`src/rtl/hazard_scoreboard_if.sv`:
```
// rtl/hazard_scoreboard_if.sv - ID-stage issue bus and scoreboard hazard outputs
interface hazard_scoreboard_if;
    logic        id_valid;
    logic [4:0]  id_rs1;
    logic [4:0]  id_rs2;
    logic        id_rs1_used;
    logic        id_rs2_used;
    logic [4:0]  id_rd;
    logic        id_rd_we;
    logic [1:0]  id_kind;
    logic        id_flush;
    logic        stall;
    logic        mdu_busy;
    logic [31:0] pending;
    logic [31:0] stall_count;

    modport master (
        output id_valid, id_rs1, id_rs2, id_rs1_used, id_rs2_used,
               id_rd, id_rd_we, id_kind, id_flush,
        input  stall, mdu_busy, pending, stall_count
    );

    modport slave (
        input  id_valid, id_rs1, id_rs2, id_rs1_used, id_rs2_used,
               id_rd, id_rd_we, id_kind, id_flush,
        output stall, mdu_busy, pending, stall_count
    );
endinterface

```
`src/rtl/hazard_scoreboard.sv`:
```
// rtl/hazard_scoreboard.sv - per-register forwarding countdown and decode stall generation
module hazard_scoreboard #(
    parameter int LOAD_LAT = 1,
    parameter int MDU_LAT  = 8
) (
    input  logic               clk,
    input  logic               rst,
    hazard_scoreboard_if.slave bus
);
    localparam int CW = $clog2(MDU_LAT + 1);
    localparam logic [CW-1:0] LOAD_L = CW'(LOAD_LAT);
    localparam logic [CW-1:0] MDU_L  = CW'(MDU_LAT);

    logic [CW-1:0] cnt [32];
    logic [CW-1:0] mdu_cnt;
    logic [31:0]   stall_cnt;
    logic [CW-1:0] rd_lat;
    logic          hz_rs1;
    logic          hz_rs2;
    logic          hz_mdu;
    logic          hz_waw;
    logic          stall;
    logic          issue;
    logic          is_mdu;

    always_comb begin
        rd_lat = '0;
        case (bus.id_kind)
            2'b01:   rd_lat = LOAD_L;
            2'b10:   rd_lat = MDU_L;
            default: rd_lat = '0;
        endcase
    end

    assign is_mdu = (bus.id_kind == 2'b10);
    assign hz_rs1 = bus.id_rs1_used && (bus.id_rs1 != 5'd0) && (cnt[bus.id_rs1] != '0);
    assign hz_rs2 = bus.id_rs2_used && (bus.id_rs2 != 5'd0) && (cnt[bus.id_rs2] != '0);
    assign hz_mdu = is_mdu && (mdu_cnt != '0);
    // A younger write must not become forwardable before an older in-flight one.
    assign hz_waw = bus.id_rd_we && (bus.id_rd != 5'd0) && (cnt[bus.id_rd] > rd_lat);

    assign stall = bus.id_valid && !bus.id_flush && !rst && (hz_rs1 || hz_rs2 || hz_mdu || hz_waw);
    assign issue = bus.id_valid && !bus.id_flush && !stall;

    always_ff @(posedge clk) begin
        if (rst) begin
            for (int r = 0; r < 32; r++) cnt[r] <= '0;
            mdu_cnt   <= '0;
            stall_cnt <= '0;
        end else begin
            cnt[0] <= '0;
            for (int r = 1; r < 32; r++) begin
                if (issue && bus.id_rd_we && (bus.id_rd == 5'(r)))
                    cnt[r] <= rd_lat;
                else if (cnt[r] != '0)
                    cnt[r] <= cnt[r] - 1'b1;
            end
            if (issue && is_mdu)
                mdu_cnt <= MDU_L;
            else if (mdu_cnt != '0)
                mdu_cnt <= mdu_cnt - 1'b1;
            if (stall && (stall_cnt != 32'hFFFF_FFFF))
                stall_cnt <= stall_cnt + 32'd1;
        end
    end

    always_comb begin
        bus.pending = '0;
        for (int r = 0; r < 32; r++) bus.pending[r] = (cnt[r] != '0);
    end

    assign bus.stall       = stall;
    assign bus.mdu_busy    = (mdu_cnt != '0);
    assign bus.stall_count = stall_cnt;
endmodule

```
`src/flat_wrapper.sv`:
```
// flat-port wrapper written by rule: the top's interface ports become plain ports
module hazard_scoreboard_flat 
#(
    parameter int LOAD_LAT = 1,
    parameter int MDU_LAT  = 8
)
  (clk, rst, bus_id_valid, bus_id_rs1, bus_id_rs2, bus_id_rs1_used, bus_id_rs2_used, bus_id_rd, bus_id_rd_we, bus_id_kind, bus_id_flush, bus_stall, bus_mdu_busy, bus_pending, bus_stall_count);
  hazard_scoreboard_if bus_i ();
  input  logic clk;
  input  logic rst;
  input wire logic [$bits(bus_i.id_valid)-1:0] bus_id_valid;
  input wire logic [$bits(bus_i.id_rs1)-1:0] bus_id_rs1;
  input wire logic [$bits(bus_i.id_rs2)-1:0] bus_id_rs2;
  input wire logic [$bits(bus_i.id_rs1_used)-1:0] bus_id_rs1_used;
  input wire logic [$bits(bus_i.id_rs2_used)-1:0] bus_id_rs2_used;
  input wire logic [$bits(bus_i.id_rd)-1:0] bus_id_rd;
  input wire logic [$bits(bus_i.id_rd_we)-1:0] bus_id_rd_we;
  input wire logic [$bits(bus_i.id_kind)-1:0] bus_id_kind;
  input wire logic [$bits(bus_i.id_flush)-1:0] bus_id_flush;
  output wire logic [$bits(bus_i.stall)-1:0] bus_stall;
  output wire logic [$bits(bus_i.mdu_busy)-1:0] bus_mdu_busy;
  output wire logic [$bits(bus_i.pending)-1:0] bus_pending;
  output wire logic [$bits(bus_i.stall_count)-1:0] bus_stall_count;
  assign bus_i.id_valid = bus_id_valid;
  assign bus_i.id_rs1 = bus_id_rs1;
  assign bus_i.id_rs2 = bus_id_rs2;
  assign bus_i.id_rs1_used = bus_id_rs1_used;
  assign bus_i.id_rs2_used = bus_id_rs2_used;
  assign bus_i.id_rd = bus_id_rd;
  assign bus_i.id_rd_we = bus_id_rd_we;
  assign bus_i.id_kind = bus_id_kind;
  assign bus_i.id_flush = bus_id_flush;
  assign bus_stall = bus_i.stall;
  assign bus_mdu_busy = bus_i.mdu_busy;
  assign bus_pending = bus_i.pending;
  assign bus_stall_count = bus_i.stall_count;
  hazard_scoreboard #(.LOAD_LAT(LOAD_LAT), .MDU_LAT(MDU_LAT)) u_core (.clk(clk), .rst(rst), .bus(bus_i));
endmodule
```
`config.mk`:
```
export PLATFORM = sky130hd
export DESIGN_NAME = hazard_scoreboard_flat
export DESIGN_NICKNAME = d
export VERILOG_FILES = /design/src/rtl/hazard_scoreboard_if.sv /design/src/rtl/hazard_scoreboard.sv /design/src/flat_wrapper.sv
export SDC_FILE = /design/constraint.sdc
export NUM_CORES = 1
export LEC_CHECK = 0
export ABC_CLOCK_PERIOD_IN_PS = 4900
export CORE_MARGIN = 1
export CORE_UTILIZATION = 40
export DETAILED_ROUTE_END_ITERATION = 10
export DONT_BUFFER_PORTS = 1
export GPL_ROUTABILITY_DRIVEN = 0
export PLACE_DENSITY = 0.53
export SKIP_LAST_GASP = 1
export SYNTH_ARGS = -nofsm -noshare
export SYNTH_HDL_FRONTEND = slang
export SYNTH_SLANG_ARGS = --single-unit
```
`constraint.sdc`:
```
create_clock -name clk -period 4.9 [get_ports clk]
set_input_delay 0.245 -clock clk [delete_from_list [all_inputs] [get_ports clk]]
set_output_delay 0.245 -clock clk [all_outputs]
set_load 0.02 [all_outputs]
```
==> reports/summary.txt <==
Status - complete, no violations
Vias in the first global route - 8,973
Worst Max-Slew Pin Slew - 1.12 ns
Layout cell share with drive strength beyond 1 - 12.5%
Total of max-cap violations - 0
CTS H-Tree Depth - 4
Unrepaired setup endpoints after global routing - no
Post-synthesis sequential area ratio - 38.5%
Die W - 172 um
Primary FF master, synth - edfxtp_1
# setup viols final - 0
Cells resized by post-CTS repair - 0
Slew HR - 24.9%
Slew Viols, Final - 0
CP max FO - 30
Total gr overflow - 0
Share of the synthesized area in the top cell type - 32.3%
Skew final - 0.0127 ns
Final worst path period share - 91.5%
Leak - 4.59 nW
Clk slew on worst S/H paths - 0.07 ns
Die Y - 172 um
DRC viols - 0
Max stage delay cell, worst path - a31o_2
Max IR drop VDD - 0.200 mV
Crit path DAT - 4.24 ns
HP Class - in2reg
Routed wire length - 33.9 mm
Global-route wire length before repair - 52.3 mm
Largest net degree at the start of global routing - 72
CP peak stage delay - 0.61 ns
Clock Tree Root - clkbuf_16
Area growth syn-to-layout - 7.86%
Post-synth top area cell - edfxtp_1
CORE AREA - 28,100 um^2
Synth warnings - 0
Skew-Pair Late Insertion Delay - 0.44 ns
DR WL/cell - 21.8 um
Syn Nets - 1,251
# IOs - 90
CTS buffer count - 17
# port buffers - 0
Critical Path End Type - output pin
Critical Path Most Common Cell - mux4_2
Flop and latch count out of synthesis - 160
Pwr/cell area - 586 nW/um^2
Clock sink count - 160
HPWL after DPL - 24.2 mm
Commonest cells in the netlist - edfxtp_1, nor2_1, inv_1
1st-pass router iterations - 6
Final ANT Viol Nets - 0
Cell Rows - 61
Number of DRC markers in iteration 0 - 724
Final nets - 1,223
Async SR Flop Fraction - 0%
DR vias/cell - 6.04
Critical path class - reg2out
Mapped Cells - 1,191
CTS tree - done
Die ar. - 29,500 um^2
Initial Util - 41.1%
Number of flops mapped to enable cells by yosys - 124
Top-count cell post-synth - edfxtp_1
Synth unique cells - 89
Min Hold Slack - 0.0412 ns
Syn_area_per_cell - 9.68 um^2
Worst path cell trace - mux4_2, mux4_2, mux2_2, ha_1, nand2b_1, a2bb2oi_1, nand4_1, o31a_1, nand3_2, a31o_2, inv_1
Fin crit period - 4.48 ns
Vias - 9,384
Top post-synthesis cells by area - edfxtp_1, dfxtp_1, mux4_2
Maximum clock frequency - 223 MHz
GRT Util Overall - 23.6%
WP data required - 4.66 ns
Antenna diodes - 0
Worst setup SP type - flip-flop
Hold Violations, Final - 0
Setup TNS - 0 ns
Post-Syn Area - 11,500 um^2
Initial antenna violation count - 0
Clk buf depth - 2
cells by family after synthesis:
group,synth area share (%)
XOR/XNOR,1.90
AO/OA/AOI/OAI,12.3
buffers and inverters,6.14
flip-flops,38.5
multiplexers,13.0
AND/OR/NAND/NOR,24.2
other,0.0325
adder cells (fa/ha/maj),3.91
path summary, 6_finish.rpt:
path                                              to                             from  cells past startpoint  slack [ns]
max                                        bus_stall  u_core.cnt[26][3]$_SDFFCE_PP0P_                     11        0.42
min          u_core.bus.stall_count[19]$_SDFFE_PP0P_                              rst                      2        0.04
max reg2reg          u_core.cnt[20][2]$_SDFFCE_PP0P_  u_core.cnt[26][3]$_SDFFCE_PP0P_                     12        0.46
min reg2reg           u_core.mdu_cnt[3]$_SDFFE_PP0P_   u_core.mdu_cnt[3]$_SDFFE_PP0P_                      2        0.56
metal layers:
layer | vias to the layer above | GRT usage [%] | share of wire, %
met5 | - | 0 | 0
li1 | 4462 | - | -
met4 | 0 | 8.93 | 2.7
met1 | 4574 | 31.1 | 44
met3 | 50 | 5.96 | 7.5
met2 | 298 | 37.2 | 46
state kept, by name, indices dropped and copies added (netlist names):
name,count
u_core.mdu_cnt,4
u_core.cnt,124
u_core.bus.stall_count,32
placed cells by master, fill, tap and decap left out, types with 28 or more instances in the layout:
cell type	n
a21oi_1	45
mux2i_1	46
o31ai_1	28
nor3_1	48
nor2_1	110
nand2_1	67
ha_1	36
edfxtp_1	124
mux2_2	36
dfxtp_1	36
inv_1	94
nor4_1	42
worst max-delay path, delay by kind of cell, from the launching register on:
| family | cells | cell delay [ns] |
|---|---|---|
| muxes | 3 | 1.32 |
| AOI/OAI and AO/OA | 3 | 1.16 |
| buffers and inverters | 1 | 0.28 |
| and+or+nand+nor | 3 | 0.34 |
| DFF | 1 | 0.48 |
| adders and majority gates | 1 | 0.20 |
repair_timing:
item	in CTS	in global routing
hold buffers	3	0
hold endpoints to repair	40	0
buffers inserted	0	0
area by class of cell:
class | instances | area (um^2)
Fill cell | 2765 | 15700
Multi-Input combinational cell | 869 | 6380
Sequential cell | 160 | 4440
Clock buffer | 20 | 489
Tap cell | 378 | 473
Inverter | 96 | 360
Timing Repair Buffer | 19 | 185
Clock inverter | 12 | 104
power breakdown:
group / total [mW] / internal [mW] / switching (mW)
Sequential: 2.70 / 2.15 / 0.543
Clock: 1.37 / 0.743 / 0.627
Combinational: 3.22 / 1.34 / 1.88
Total: 7.29 / 4.24 / 3.05
per-stage QoR:
stage / total power [mW] / instances / worst slack [ns] / area, um^2 / util [%]
floorplan: 5.07 / 1191 / 0.0378 / 11500 / -
global placement: 5.88 / 1519 / 0.581 / 11800 / 42.0
detailed placement: 5.90 / 1519 / 0.512 / 11800 / 42.0
CTS: 7.30 / 1554 / 0.427 / 12400 / 44.3
global route: 7.78 / 1554 / 0.266 / 12400 / 44.3
finish: 7.29 / 1554 / 0.416 / 12400 / 44.3
Power figures use the tool's default switching activity.
